==> config.mk <==
export PLATFORM = sky130hd
export DESIGN_NAME = arena_move_arbiter
export DESIGN_NICKNAME = d
export VERILOG_FILES = /design/src/rtl/arena_move_arbiter.sv
export SDC_FILE = /design/constraint.sdc
export NUM_CORES = 1
export LEC_CHECK = 0
export BUFFER_PORTS_ARGS = -buffer_cell sky130_fd_sc_hd__buf_2
export CORE_MARGIN = 2
export CORE_UTILIZATION = 25
export CTS_BUF_LIST = sky130_fd_sc_hd__clkbuf_4
export CTS_CLUSTER_SIZE = 24
export DETAILED_ROUTE_END_ITERATION = 10
export GPL_TIMING_DRIVEN = 1
export PLACE_DENSITY = 0.49
export SETUP_SLACK_MARGIN = 0.3
export SLEW_MARGIN = 20
export SYNTH_ARGS = -nofsm -noshare
export SYNTH_HDL_FRONTEND = slang
export SYNTH_SLANG_ARGS = --single-unit
==> constraint.sdc <==
create_clock -name clk -period 3.35 [get_ports clk]
set_input_delay 0.5025 -clock clk [delete_from_list [all_inputs] [get_ports clk]]
set_output_delay 0.5025 -clock clk [all_outputs]
set_load 0.1 [all_outputs]
==> src/rtl/arena_move_arbiter.sv <==
`default_nettype none
// +----------------------------------------------------------------------------+
// | arena_move_arbiter                                                          |
// | Round-robin owner of the arena/bomb map write path for players A and B;     |
// | runs read-check-write per request and keeps authoritative coordinates.     |
// | Rev 1.0                                                                     |
// +----------------------------------------------------------------------------+
module arena_move_arbiter #(
  parameter int GRID      = 10,
  parameter int MAX_BOMBS = 3
) (
  input  logic       clk,
  input  logic       rst,
  input  logic       enable,
  input  logic       req_a,
  input  logic       req_b,
  input  logic [2:0] cmd_a,
  input  logic [2:0] cmd_b,
  input  logic       bomb_done_a,
  input  logic       bomb_done_b,
  output logic [3:0] rd_x,
  output logic [3:0] rd_y,
  input  logic [1:0] rd_arena,
  input  logic [1:0] rd_bomb,
  output logic       wr_en,
  output logic [3:0] wr_x,
  output logic [3:0] wr_y,
  output logic [1:0] wr_data,
  output logic       bomb_wr,
  output logic [3:0] bomb_x,
  output logic [3:0] bomb_y,
  output logic       bomb_owner,
  output logic       ack_a,
  output logic       ack_b,
  output logic       ok,
  output logic [3:0] pax,
  output logic [3:0] pay,
  output logic [3:0] pbx,
  output logic [3:0] pby,
  output logic       busy
);

  localparam logic [2:0] c_CMD_UP    = 3'd0;
  localparam logic [2:0] c_CMD_DOWN  = 3'd1;
  localparam logic [2:0] c_CMD_LEFT  = 3'd2;
  localparam logic [2:0] c_CMD_RIGHT = 3'd3;
  localparam logic [2:0] c_CMD_BOMB  = 3'd4;
  localparam logic [3:0] c_LAST      = 4'(GRID - 1);
  localparam logic [3:0] c_START_B   = 4'(GRID - 2);
  localparam logic [1:0] c_MAX_BOMBS = 2'(MAX_BOMBS);

  typedef enum logic [2:0] {
    S_IDLE   = 3'd0,
    S_RD     = 3'd1,
    S_CHK    = 3'd2,
    S_WR_CLR = 3'd3,
    S_WR_SET = 3'd4,
    S_BOMB   = 3'd5,
    S_DONE   = 3'd6
  } state_t;

  state_t     r_state;
  logic       r_who;
  logic       r_lastB;
  logic       r_isBomb;
  logic       r_bad;
  logic [3:0] r_oldX, r_oldY, r_tgtX, r_tgtY;
  logic [1:0] r_bombCnt [2];

  logic       w_grant, w_grantB;
  logic [2:0] w_cmd;
  logic [3:0] w_curX, w_curY, w_tgtX, w_tgtY;
  logic       w_bad;
  logic [1:0] w_cnt;
  logic [1:0] w_place, w_done;

  // B wins a tie only when A was the last one served.
  assign w_grant  = enable && (req_a || req_b);
  assign w_grantB = req_b && (!req_a || !r_lastB);
  assign w_cmd    = w_grantB ? cmd_b : cmd_a;
  assign w_curX   = w_grantB ? pbx : pax;
  assign w_curY   = w_grantB ? pby : pay;
  assign w_cnt    = r_bombCnt[r_who];
  assign w_done   = {bomb_done_b, bomb_done_a};
  assign w_place  = {(r_state == S_BOMB) && r_who, (r_state == S_BOMB) && !r_who};

  always_comb begin
    w_tgtX = w_curX;
    w_tgtY = w_curY;
    w_bad  = 1'b0;
    case (w_cmd)
      c_CMD_UP:    if (w_curY == 4'd0)   w_bad = 1'b1; else w_tgtY = w_curY - 4'd1;
      c_CMD_DOWN:  if (w_curY >= c_LAST) w_bad = 1'b1; else w_tgtY = w_curY + 4'd1;
      c_CMD_LEFT:  if (w_curX == 4'd0)   w_bad = 1'b1; else w_tgtX = w_curX - 4'd1;
      c_CMD_RIGHT: if (w_curX >= c_LAST) w_bad = 1'b1; else w_tgtX = w_curX + 4'd1;
      c_CMD_BOMB:  w_bad = 1'b0;
      default:     w_bad = 1'b1;
    endcase
  end

  // A placement and an explosion in the same cycle cancel out.
  always_ff @(posedge clk or negedge rst) begin
    if (!rst) begin
      for (int p = 0; p < 2; p++) r_bombCnt[p] <= 2'd0;
    end else begin
      for (int p = 0; p < 2; p++) begin
        if (w_place[p] && !w_done[p])
          r_bombCnt[p] <= r_bombCnt[p] + 2'd1;
        else if (!w_place[p] && w_done[p] && (r_bombCnt[p] != 2'd0))
          r_bombCnt[p] <= r_bombCnt[p] - 2'd1;
      end
    end
  end

  always_ff @(posedge clk or negedge rst) begin
    if (!rst) begin
      r_state    <= S_IDLE;
      r_who      <= 1'b0;
      r_lastB    <= 1'b1;
      r_isBomb   <= 1'b0;
      r_bad      <= 1'b0;
      r_oldX     <= 4'd0;
      r_oldY     <= 4'd0;
      r_tgtX     <= 4'd0;
      r_tgtY     <= 4'd0;
      rd_x       <= 4'd0;
      rd_y       <= 4'd0;
      wr_en      <= 1'b0;
      wr_x       <= 4'd0;
      wr_y       <= 4'd0;
      wr_data    <= 2'd0;
      bomb_wr    <= 1'b0;
      bomb_x     <= 4'd0;
      bomb_y     <= 4'd0;
      bomb_owner <= 1'b0;
      ack_a      <= 1'b0;
      ack_b      <= 1'b0;
      ok         <= 1'b0;
      busy       <= 1'b0;
      pax        <= 4'd1;
      pay        <= 4'd1;
      pbx        <= c_START_B;
      pby        <= c_START_B;
    end else begin
      case (r_state)
        S_IDLE: begin
          if (w_grant) begin
            r_state  <= S_RD;
            busy     <= 1'b1;
            r_who    <= w_grantB;
            r_lastB  <= w_grantB;
            r_isBomb <= (w_cmd == c_CMD_BOMB);
            r_bad    <= w_bad;
            r_oldX   <= w_curX;
            r_oldY   <= w_curY;
            r_tgtX   <= w_tgtX;
            r_tgtY   <= w_tgtY;
            // Out-of-range targets never reach the map read port.
            if (!w_bad) begin
              rd_x <= w_tgtX;
              rd_y <= w_tgtY;
            end
          end
        end
        S_RD: begin
          if (r_bad) begin
            r_state <= S_DONE;
            ack_a   <= !r_who;
            ack_b   <= r_who;
            ok      <= 1'b0;
          end else begin
            r_state <= S_CHK;
          end
        end
        S_CHK: begin
          if (r_isBomb && (rd_bomb == 2'd0) && (w_cnt < c_MAX_BOMBS)) begin
            r_state    <= S_BOMB;
            bomb_wr    <= 1'b1;
            bomb_x     <= r_oldX;
            bomb_y     <= r_oldY;
            bomb_owner <= r_who;
          end else if (!r_isBomb && (rd_arena == 2'd0) && (rd_bomb == 2'd0)) begin
            r_state <= S_WR_CLR;
            wr_en   <= 1'b1;
            wr_x    <= r_oldX;
            wr_y    <= r_oldY;
            wr_data <= 2'd0;
          end else begin
            r_state <= S_DONE;
            ack_a   <= !r_who;
            ack_b   <= r_who;
            ok      <= 1'b0;
          end
        end
        S_WR_CLR: begin
          r_state <= S_WR_SET;
          wr_x    <= r_tgtX;
          wr_y    <= r_tgtY;
          wr_data <= r_who ? 2'd3 : 2'd2;
        end
        S_WR_SET: begin
          r_state <= S_DONE;
          wr_en   <= 1'b0;
          ack_a   <= !r_who;
          ack_b   <= r_who;
          ok      <= 1'b1;
          if (r_who) begin
            pbx <= r_tgtX;
            pby <= r_tgtY;
          end else begin
            pax <= r_tgtX;
            pay <= r_tgtY;
          end
        end
        S_BOMB: begin
          r_state <= S_DONE;
          bomb_wr <= 1'b0;
          ack_a   <= !r_who;
          ack_b   <= r_who;
          ok      <= 1'b1;
        end
        S_DONE: begin
          r_state <= S_IDLE;
          ack_a   <= 1'b0;
          ack_b   <= 1'b0;
          ok      <= 1'b0;
          busy    <= 1'b0;
        end
        default: begin
          r_state <= S_IDLE;
          wr_en   <= 1'b0;
          bomb_wr <= 1'b0;
          ack_a   <= 1'b0;
          ack_b   <= 1'b0;
          ok      <= 1'b0;
          busy    <= 1'b0;
        end
      endcase
    end
  end

endmodule
`default_nettype wire

# Yosys cells after proc, flatten, opt, wreduce, memory -nomap -nowiden

Cells that the tools add are included.

Eq/ne operators: 16
Bitwise logic cells: 7
Add/sub/neg operators: 8
Muxes and demuxes: 55
Reduce and logical (&&, ||, !) cells: 50
Magnitude comparators: 4

Operators with widths:

| operator                                                               | number |
|---|---|
| 4-bit 2-to-1 mux                                                       | 10 |
| 4-bit one-hot mux with 2 select lines                                  | 4 |
| 1-bit 2-to-1 mux                                                       | 18 |
| 2-bit 2-to-1 mux                                                       | 9 |
| 3-bit 2-to-1 mux                                                       | 5 |
| 3-bit one-hot mux with 5 select lines                                  | 1 |
| 5-bit OR reduction                                                     | 3 |
| 1-bit logical AND                                                      | 14 |
| 3-bit by 2-bit equality test with 1-bit output (second input constant) | 4 |
| 3-bit equality test (second input constant)                            | 4 |
| 2-bit != test (second input constant)                                  | 6 |
| 1-bit one-hot mux with 4 select lines                                  | 3 |
| 2-bit AND reduction                                                    | 6 |
| 2-bit nonzero test                                                     | 5 |
| 3-bit AND reduction                                                    | 3 |
| 4-bit by 1-bit adder with 4-bit output (second input constant)         | 2 |
| 4-bit >= comparator (second input constant)                            | 2 |
| 1-bit logical NOT                                                      | 8 |
| 4-bit logical NOT                                                      | 2 |
| 4-bit by 1-bit subtractor with 4-bit output (second input constant)    | 2 |
| 3-bit by 1-bit equality test with 1-bit output (second input constant) | 2 |
| 3-bit logical NOT                                                      | 2 |
| 1-bit inverter                                                         | 6 |
| 1-bit one-hot mux with 2 select lines                                  | 3 |
| other kinds (11)                                                       | 16 |

Input port bits: 17
Flip-flop bits (word level): 76
Output and inout bits: 49

# Depth between registers and ports, before layout

Gate-level depths: netlist (run 1).

Depth in word-level cells: 9
Depth in mapped cells: 12

# Least setup slack after synthesis (run 1)

OpenSTA, ideal clock, no wires.

Kind: input port to flip-flop
Start point: input port req_b
End point: register rd_x[0]
Slack: 292 ps
Stages on the path: 11
Arrival time: 2932 ps
Required time: 3224 ps
Cells stage by stage: a21bo_2 -> buf_2 -> buf_2 -> mux2i_1 -> ha_1 -> nor4b_1 -> o221a_2 -> a21oi_1 -> nand4_2 -> a21oi_4 -> mux2_4

Longest elaborated chain between the ends: 7
Elaborated cells on any way between the ends: 27
Classes of those cells: add/sub: 2; order compare: 2; eq/ne: 4; mux: 11; bitwise: 1; reduce/logical: 7

Ends and longest elaborated chain:

| what                                        | line   | text |
|---|---|---|
| start, declared                             | 16     | `input logic req_b,` |
| 1-bit logical AND                           | 79     | `assign w_grantB = req_b && (!req_a \|\| !r_lastB);` |
| 4-bit 2-to-1 mux, on equally long branches  | 81, 82 |  |
| 4-bit >= comparator (tied with other cells) | 95     | `c_CMD_RIGHT: if (w_curX >= c_LAST) w_bad = 1'b1; else w_tgtX = w_curX + 4'd1;` |
| 1-bit 2-to-1 mux, on equally long branches  | --     |  |
| 1-bit one-hot mux with 5 select lines       | 91     | `case (w_cmd)` |
| 1-bit inverter (no line)                    | --     |  |
| 3-bit AND reduction (no line)               | --     |  |
| end signal, assigned                        | 160    | `rd_x <= w_tgtX;` |
| end, declared                               | 21     | `output logic [3:0] rd_x,` |

Parallel ways exist; a longest one is shown, timed or not.
A chain may end at the register's enable or synchronous reset.

# Worst setup path after layout (run 1)

Start point: register r_lastB
End point: register rd_y[3]

Longest elaborated chain between the ends: 9
Elaborated cells on any way between the ends: 27
Classes of those cells: add/sub: 2; order compare: 2; eq/ne: 4; mux: 11; bitwise: 1; reduce/logical: 7

Ends and longest elaborated chain:

| what                                                     | line   | text |
|---|---|---|
| start, declared                                          | 64     | `logic r_lastB;` |
| start signal, assigned                                   | 151    | `r_lastB <= w_grantB;` |
| 1-bit logical NOT *                                      | 79     |  |
| 1-bit logical OR *                                       | 79     |  |
| 1-bit logical AND *                                      | 79     |  |
| 4-bit 2-to-1 mux *                                       | 81     | `assign w_curX = w_grantB ? pbx : pax;` |
| named net w_curX[0]                                      | 72     | `logic [3:0] w_curX, w_curY, w_tgtX, w_tgtY;` |
| 4-bit >= comparator or 4-bit logical NOT (tied branches) | 95, 94 |  |
| 1-bit 2-to-1 mux, on equally long branches               | 95, 94 |  |
| 1-bit one-hot mux with 5 select lines *                  | 91     |  |
| 1-bit inverter (no line) *                               | --     |  |
| 3-bit AND reduction (no line) *                          | --     |  |
| end signal, assigned                                     | 161    | `rd_y <= w_tgtY;` |
| end, declared                                            | 22     | `output logic [3:0] rd_y,` |

The timed path passes the listed nets; every way through them passes the cells marked *.

==> summary.txt, run 1 <==
Cell family with most CP delay = multiplexers
Synth Instances = 398
Critical Path Max Stage Delay = 0.58 ns
RSZ-0062 raised after global routing = no
Clock period minus worst slack = 2.80 ns
CP Buf/Inv Count = 2
TritonCTS buffer count = 9
Initial DRC count = 281
Initial Utilization = 0.255
Number of setup violations in the final report = 0
Final Hold Vio Count = 0
Primary FF master, synth = dfrtp_1
Grt ovf = 0
Arrival time worst endpoint = 3.13 ns
Synthesis warning total = 0
Post-Route WL = 11.3 mm
Crit path required time = 3.68 ns
CTS root buf = clkbuf_4
Max Cap Viol = 0
Worst-Skew Late Latency = 0.45 ns
CP startpoint kind = flip-flop
Clk pin slew, worst setup/hold paths = 0.12 ns
Clock skew = 0.0211 ns
Ports = 66
Post-synth EDFFs = 0
Post-route ant nets = 0
Vias in the first global route = 3332
Crit Path Category = reg -> reg
Area Overhead vs Synth = 19.4%
Clk sinks = 76
Die footprint = 17200 um2
DR WL/cell = 16.4 um
Die X-Extent = 131 um
Syn Nets = 421
Maximum clock rate = 357 MHz
Cell Rows = 46
Worst hold slack = 0.201 ns
Hpwl dp = 8.13 mm
Critical path, cell by cell = a21bo_2 -> mux2i_2 -> inv_1 -> ha_1 -> nor2b_1 -> a2111o_1 -> nand4_2 -> a21oi_4 -> buf_12 -> mux2_4
1st-pass router iterations = 4
Synthesized area per cell = 10.1 um2
Post-synthesis register bit count = 76
Asr flop ratio synth = 1.00
Seq/Total Area, Yosys = 0.473
Die Y = 131 um
Outcome = finished clean
Hold Buf Count CTS = 0
TritonCTS clock tree = done
Deepest clock path buffer count = 2
Setup_tns = 0 ns
Routed via count = 3322
Total GRT Usage = 0.138
Pin count of the biggest net entering global routing = 77
First-pass GRT wire length = 18.3 mm
Slew margin rel. = 0.341
Slew Limit Fails = 0
Distinct cells, synth = 59
Routability Congestion = 0.881
H-Tree Depth = 3
Crit-path slowest cell = dfstp_2
Layout Nets = 489
Nature of the critical path endpoint = flip-flop
Port Buffer Count = 65
Via density per instance = 4.83
Core box area = 15800 um2
Post-synthesis instance area = 4040 um2
Share of the clock period used by the worst path = 0.836
Initial antenna violation count = 1
Share of layout cells above drive strength 1 = 0.325
Min-Delay Path Class = in -> async
CP Max Fanout = 9
Tightest Pin Transition = 0.988 ns
# DRC = 0
-- cell usage in the layout, fill, tap and decap left out, types with 3 or more instances in the layout --
cell,n
dfrtp_1,71
buf_2,64
nand2_1,42
nor2_1,34
mux2_2,33
o21ai_0,32
a21oi_1,22
mux2i_1,19
nor3_1,15
inv_1,11
buf_4,11
clkbuf_4,10
nand3_1,8
nor3b_1,6
o22ai_1,6
mux2_4,5
ha_1,5
dfstp_2,5
nor4_1,4
a31oi_1,4
nor4b_1,3
nand2b_1,3
o21a_1,3
nor4_2,3
-- stage by stage --
stage                      util  cell area [um2]  instances  setup WS (ns)
after floorplan               -             4040        398          0.302
after global placement    0.292             4630        670          0.342
after detailed placement  0.292             4630        670          0.221
after CTS                 0.303             4790        686          0.329
after global routing      0.305             4820        688          0.390
final                     0.305             4820        688          0.548
-- registers in the layout, summed over array words and instances, names as in the netlist, 2 cells and up --
register and count:
r_tgtX 4, rd_x 4, pbx 4, bomb_x 4, r_bombCnt 4, bomb_y 4
r_oldX 4, wr_y 4, r_tgtY 4, r_oldY 4, r_state 3, pay 4
rd_y 4, wr_data 2, wr_x 4, pax 4, pby 4
-- worst register-to-register path: stages (launching register included) --
cell and delay [ns]:
dfstp_2 0.58, a21bo_2 0.20, mux2i_2 0.38, inv_1 0.14, ha_1 0.22, nor2b_1 0.21, a2111o_1 0.19, nand4_2 0.14
a21oi_4 0.17, buf_12 0.16, mux2_4 0.31
-- path summary, 6_finish.rpt --
| path | from | depth (start not counted) | end | slack (ns) |
|---|---|---|---|---|
| max | r_lastB | 10 | rd_y[3] | 0.55 |
| min | rst | 1 | rd_x[2] | 0.20 |
| min reg2reg | bomb_owner | 2 | bomb_owner | 0.51 |
| min in group clk | cmd_a[2] | 3 | r_isBomb | 0.41 |
| max in group asynchronous | rst | 1 | ack_b | 2.51 |
| max reg2reg | r_lastB | 10 | rd_y[3] | 0.55 |
-- synthesized netlist by cell type, types with 4 or more instances --
cell type	n	area [um2]
buf_2	4	20.0
dfrtp_1	71	1780
a21oi_1	22	110
o21ai_0	32	160
a31oi_1	4	25.0
nor3b_1	6	45.0
inv_1	11	41.3
mux2_2	33	372
o22ai_1	6	37.5
nand3_1	8	40.0
dfstp_2	5	131
mux2i_1	21	210
ha_1	6	75.1
nor4_1	5	31.3
nor3_1	15	75.1
nor2_1	34	128
nand2_1	42	158
mux2_4	5	75.1
clkbuf_1	13	48.8
-- cell type report --
class	count	area (um2)
fill	1647	11000
antenna	1	2.50
clock inverter	6	88.8
sequential	76	1910
clock buffer	10	75.1
tap	216	270
multi-input combinational	291	2010
inverter	12	45.0
timing repair buffer	76	423
-- kinds of logic (layout without fill, tap and decap cells) --
group | count (synthesis) | after routing | share of synthesized area
and+or+nand+nor | 129 | 129 | 0.157
AOI/OAI and AO/OA | 96 | 96 | 0.153
DFF | 76 | 76 | 0.473
muxes | 59 | 59 | 0.163
buffers and inverters | 31 | 104 | 0.0338
adders and majority gates | 6 | 6 | 0.0186
xor gates and xnor gates | 1 | 1 | 0.00217
other | 0 | 1 | 0
-- routing by layer --
metal | track usage | share of wire
met5 | 0 | 0
met3 | 0.0256 | 0.058
met4 | 0.0569 | 0.014
met1 | 0.201 | 0.49
met2 | 0.199 | 0.44
-- what timing repair did --
item                       CTS  global route
setup buffers                0             1
setup endpoints to repair    0             6
resized for setup            0             2
Power of run 1 is not shown: default switching activity piles up to over one toggle a cycle in this logic, so the estimate is an artifact.
==> run 2: changes to the inputs <==
- ABC_AREA: unset -> 1
- PLACE_DENSITY: 0.49 -> 0.5
- clock period: 3.35 -> 2.3 ns (I/O delays scaled with it)
==> summary.txt, run 2 <==
Synth cell count leaders = 148 x nand2_1, 71 x dfrtp_1, 46 x inv_1
R2r startpoint = r_lastB
Max Cap Viol = 0 (unchanged)
Area Overhead vs Synth = 28.5%
Synthesized area per cell = 8.34 um2 (-18%)
Initial antenna violation count = 1 (unchanged)
Nature of the critical path endpoint = flip-flop
Crit path to = rd_x[2]
TritonCTS clock tree = done
Routability Congestion = 0.835 (-5.2%)
# DRC = 0 (unchanged)
H-Tree Depth = 3 (unchanged)
Post-synth EDFFs = 0 (unchanged)
Die footprint = 17700 um2 (+2.8%)
Cell with the most instances after synthesis = nand2_1
Initial Utilization = 0.253 (-0.00184)
CP startpoint kind = flip-flop
Die X-Extent = 133 um (+1.4%)
Slew Limit Fails = 0 (unchanged)
Post-Route WL = 12.2 mm (+8.5%)
Vias in the first global route = 3677 (+10%)
Cell Rows = 47 (+2.2%)
Distinct cells, synth = 43 (-27%)
Seq/Total Area, Yosys = 0.459 (-0.0134)
Routed via count = 3663 (+10%)
Maximum clock rate = 496 MHz (+39%)
Layout Nets = 622 (+27%)
Primary FF master, synth = dfrtp_1
Post-synthesis instance area = 4160 um2 (+2.9%)
Final core utilization = 0.326 (+0.0209)
Top post-synthesis cells by area = dfrtp_1 43%, nand2_1 13%, o21ai_0 5.3%, inv_1 4.2%, nand3_1 3.6%
DR WL/cell = 14.8 um (-9.5%)
Total GRT Usage = 0.140 (+0.00279)
Via density per instance = 4.44 (-8.0%)
Leading area contributor after synthesis = dfrtp_1
Slew margin rel. = 0.480 (+0.139)
First-pass GRT wire length = 19.3 mm (+5.8%)
Pin count of the biggest net entering global routing = 61 (-21%)
Commonest non-fill, non-tap cells in the layout = 133 x nand2_1, 65 x dfrtp_1, 64 x buf_2
Clock skew = 0.0169 ns (-0.00412 ns)
Min-Delay Path Class = in -> reg
Grt ovf = 0 (unchanged)
Ports = 66 (unchanged)
Clk sinks = 76 (unchanged)
1st-pass router iterations = 6 (+2)
Fillers = 1722 (+4.6%)
Outcome = finished clean
Crit Path Category = reg -> reg
Cell count of the worst reg-to-reg path = 13 (+3)
Setup_tns = 0 ns (unchanged)
Share of layout cells above drive strength 1 = 0.369 (+0.0444)
FF+latch area = 1920 um2 (+0.39%)
Synthesis warning total = 0 (unchanged)
Worst r2r dst = rd_x[2]
Initial DRC count = 224 (-20%)
CP startpoint = r_lastB
Arrival time worst endpoint = 2.43 ns (-0.70 ns)
Hpwl dp = 8.92 mm (+9.7%)
CTS root buf = clkbuf_4
Die Y = 133 um (+1.4%)
Most common cell after layout, fill and taps aside = nand2_1
Share of the clock period used by the worst path = 0.877 (+0.0403)
Reg2reg setup slack = 0.28 ns (-0.26 ns)
Clock period minus worst slack = 2.02 ns (-0.786 ns)
TritonCTS buffer count = 9 (unchanged)
Port Buffer Count = 65 (unchanged)
Core box area = 16400 um2 (+3.7%)
Crit path required time = 2.71 ns (-0.97 ns)
RSZ-0062 raised after global routing = yes
Deepest clock path buffer count = 2 (unchanged)
Worst-Skew Late Latency = 0.46 ns (about the same)
Post-route ant nets = 0 (unchanged)
Synth Instances = 498 (+25%)
Post-synthesis register bit count = 76 (unchanged)
Multi-input logic area = 2210 um2 (+10%)
Top cell type's share of synthesized area = 0.428 (-0.0125)
Number of setup violations in the final report = 0 (unchanged)
Final Hold Vio Count = 0 (unchanged)
Syn Nets = 521 (+24%)
CP Max Fanout = 6 (-3)
Asr flop ratio synth = 1.00 (unchanged)
Clk pin slew, worst setup/hold paths = 0.14 ns (+0.02 ns)
Tightest Pin Transition = 0.779 ns (-0.209 ns)
## run 2: timing repair
item,in CTS,in global routing
buffers inserted,9,10
hold endpoints to repair,53,0
pin swaps,14,12
setup endpoints to repair,15,16
hold buffers,1,0
gates resized for setup,15,39
cloned,4,0
## run 2: worst min path at each step
stage | from | end | slack, ns | cells after the start
after floorplan | rst | ack_a | 0.05 | 0
after global placement | bomb_wr | bomb_wr | 0.46 | 2
after detailed placement | bomb_x[1] | bomb_x[1] | 0.47 | 2
after CTS | rd_arena[1] | wr_en | 0.21 | 4
after global routing | rd_arena[0] | wr_en | 0.22 | 4
final | rd_arena[1] | wr_en | 0.24 | 4
## run 2: cell type report
cell class | instances | share of cell area
inverter | 50 | 0.0361
clock inverter | 7 | 0.00960
multi-input combinational | 362 | 0.415
clock buffer | 9 | 0.0126
sequential | 76 | 0.359
timing repair buffer | 100 | 0.116
tap | 220 | 0.0515
antenna | 1 | 0.000468
## run 2: cell families after synthesis
family	Yosys count	share of synthesized area
simple gates	264	0.305
flops	76	0.459
compound gates	72	0.105
buf+inv	64	0.0732
mux	11	0.0295
fa+ha+maj	6	0.0181
xor+xnor	5	0.0105
## run 2: per-layer routing
metal / wire [um] / global-route usage / vias up
li1: - / - / 1820
met1: 5570 / 0.181 / 1747
met2: 5920 / 0.235 / 79
met3: 528 / 0.0314 / 17
met4: 213 / 0.0436 / 0
met5: 0 / 0 / -
## run 2: through the flow
step           hold slack, ns  instances  instance area, um2  setup WS [ns]
6_report                0.240        825                5340          0.284
4_1_cts                 0.211        814                5070          0.300
3_5_place_dp            0.474        784                4780         0.0425
5_1_grt                 0.225        825                5340          0.138
2_1_floorplan          0.0494        498                4180          0.192
3_3_place_gp            0.464        784                4780         0.0938
## run 2: worst max-delay path, cell delays in order (launching register included)
cell and delay (ns):
dfstp_2 0.58, nand2_4 0.11, nand2_8 0.10, buf_4 0.12
o21ai_4 0.06, inv_4 0.09, ha_4 0.13, nand4_1 0.14
buf_4 0.18, nand3_4 0.09, nand2_8 0.09, nor2_4 0.16
nand2_1 0.07, nand2_1 0.05
Power of run 2 is left out for the same reason.
==> run 3: changes to the inputs <==
- CORE_UTILIZATION: 25 -> 53
- CTS_CLUSTER_DIAMETER: unset -> 200
- PLACE_DENSITY: 0.5 -> 0.88
==> summary.txt, run 3 (synthesized netlist as in run 2, its figures left out) <==
Outcome = complete, but fails checks
Failing checks = design-rule violations
Ports = 66 (unchanged)
Die X-Extent = 92.5 um (-30%)
Clk pin slew, worst setup/hold paths = 0.12 ns (-0.02 ns)
Tightest Pin Transition = 0.487 ns (-0.292 ns)
Grt ovf = 0 (unchanged)
RSZ-0062 raised after global routing = yes
Final core utilization = 0.659 (+0.333)
Hpwl dp = 7.53 mm (-16%)
Crit-path slowest cell = dfstp_2
TritonCTS clock tree = done
Crit path required time = 2.68 ns (-0.03 ns)
Crit Path Category = reg -> reg
Core box area = 7650 um2 (-53%)
Die footprint = 8560 um2 (-52%)
First-pass GRT wire length = 17.2 mm (-11%)
Routability Congestion = 0.912 (+9.2%)
Clock skew = 0.0115 ns (-0.00540 ns)
Layout Nets = 607 (-2.4%)
Initial Utilization = 0.543 (+0.290)
DR WL/cell = 15.7 um (+5.7%)
CP startpoint kind = flip-flop
Via density per instance = 5.52 (+24%)
Area Overhead vs Synth = 21.3%
Commonest non-fill, non-tap cells in the layout = 138 x nand2_1, 65 x dfrtp_1, 65 x buf_2
Slew margin rel. = 0.675 (+0.195)
Slew Limit Fails = 0 (unchanged)
Post-Route WL = 10.8 mm (-11%)
Die Y = 92.5 um (-30%)
Cell Rows = 32 (-32%)
# DRC = 1 (+1)
Setup_tns = 0 ns (unchanged)
Critical path, cell by cell = nand2_4 -> nand2_8 -> nand2_4 -> o21ai_4 -> inv_2 -> ha_4 -> nand3_1 -> nor2_1 -> nand2_2 -> nand3_4 -> nor2_4 -> nand2_1 -> nand2_1
CP Buf/Inv Count = 1 (-2)
Final Hold Vio Count = 0 (unchanged)
Post-route ant nets = 0 (unchanged)
Share of the clock period used by the worst path = 0.899 (+0.0220)
Cell family with most CP delay = simple AND/OR/NAND/NOR gates
Routed via count = 3814 (+4.1%)
Worst-Skew Late Latency = 0.44 ns (-0.02 ns)
Final cell count without fillers = 691 (-16%)
CP Max Fanout = 5 (-1)
H-Tree Depth = 3 (unchanged)
Number of setup violations in the final report = 0 (unchanged)
Nature of the critical path endpoint = flip-flop
Max Cap Viol = 0 (unchanged)
Arrival time worst endpoint = 2.45 ns (+0.02 ns)
Port Buffer Count = 65 (unchanged)
Initial DRC count = 234 (+4.5%)
Share of layout cells above drive strength 1 = 0.331 (-0.0381)
Reg2reg setup slack = 0.23 ns (-0.05 ns)
Vias in the first global route = 3583 (-2.6%)
TritonCTS buffer count = 9 (unchanged)
Total GRT Usage = 0.259 (+0.119)
Min-Delay Path Class = in -> reg
Critical Path Max Stage Delay = 0.57 ns (about the same)
Clk sinks = 76 (unchanged)
Deepest clock path buffer count = 2 (unchanged)
1st-pass router iterations = 8 (+2)
Initial antenna violation count = 0 (-1)
Maximum clock rate = 484 MHz (-2.4%)
Most common cell after layout, fill and taps aside = nand2_1
Clock period minus worst slack = 2.07 ns (+0.0506 ns)
CTS root buf = clkbuf_4
Placed cells = 662 (-16%)
Pin count of the biggest net entering global routing = 58 (-4.9%)
# diodes = 0 (-1)
run 3: tightest hold or removal path: stages:
cell and delay (ns):
buf_2 0.08, nor2_1 0.06, nand3_1 0.14, nand2_1 0.07
run 3: cell type report:
cell class,instances,area (um2)
inverter,50,190
sequential,76,1920
clock inverter,7,105
clock buffer,9,67.6
multi-input combinational,363,2150
timing repair buffer,84,487
fill,609,2610
tap,102,128
run 3: per-layer routing:
layer | GRT usage | routed length (um) | vias to the layer above
met4 | 0.141 | 527 | 0
met2 | 0.432 | 5180 | 171
met5 | 0 | 0 | -
met1 | 0.324 | 4400 | 1796
li1 | - | - | 1803
met3 | 0.0399 | 711 | 44
run 3: timing repair:
item,CTS,global route
buffers inserted,4,3
gates resized for setup,9,22
pin swaps,11,21
cloned,5,0
setup endpoints to repair,15,17
hold buffers,1,0
hold endpoints to repair,15,0
run 3: through the flow:
step	cell area [um2]	hold slack [ns]	setup slack, ns
after floorplan	4180	0.0494	0.192
after global placement	4610	0.318	0.180
after detailed placement	4610	0.334	0.114
after CTS	4910	0.233	0.295
after global routing	5040	0.310	0.147
final	5040	0.289	0.233
run 3: final timing paths:
path	end	cells past startpoint	from
hold / removal	wr_en	4	rd_arena[1]
setup / recovery	rd_x[1]	13	r_lastB
hold reg to reg	ok	2	ok
setup reg to reg	rd_x[1]	13	r_lastB
max in group asynchronous	pbx[3]	3	rst
min in group asynchronous	r_bombCnt[0]	2	rst
Power of run 3 is left out for the same reason.
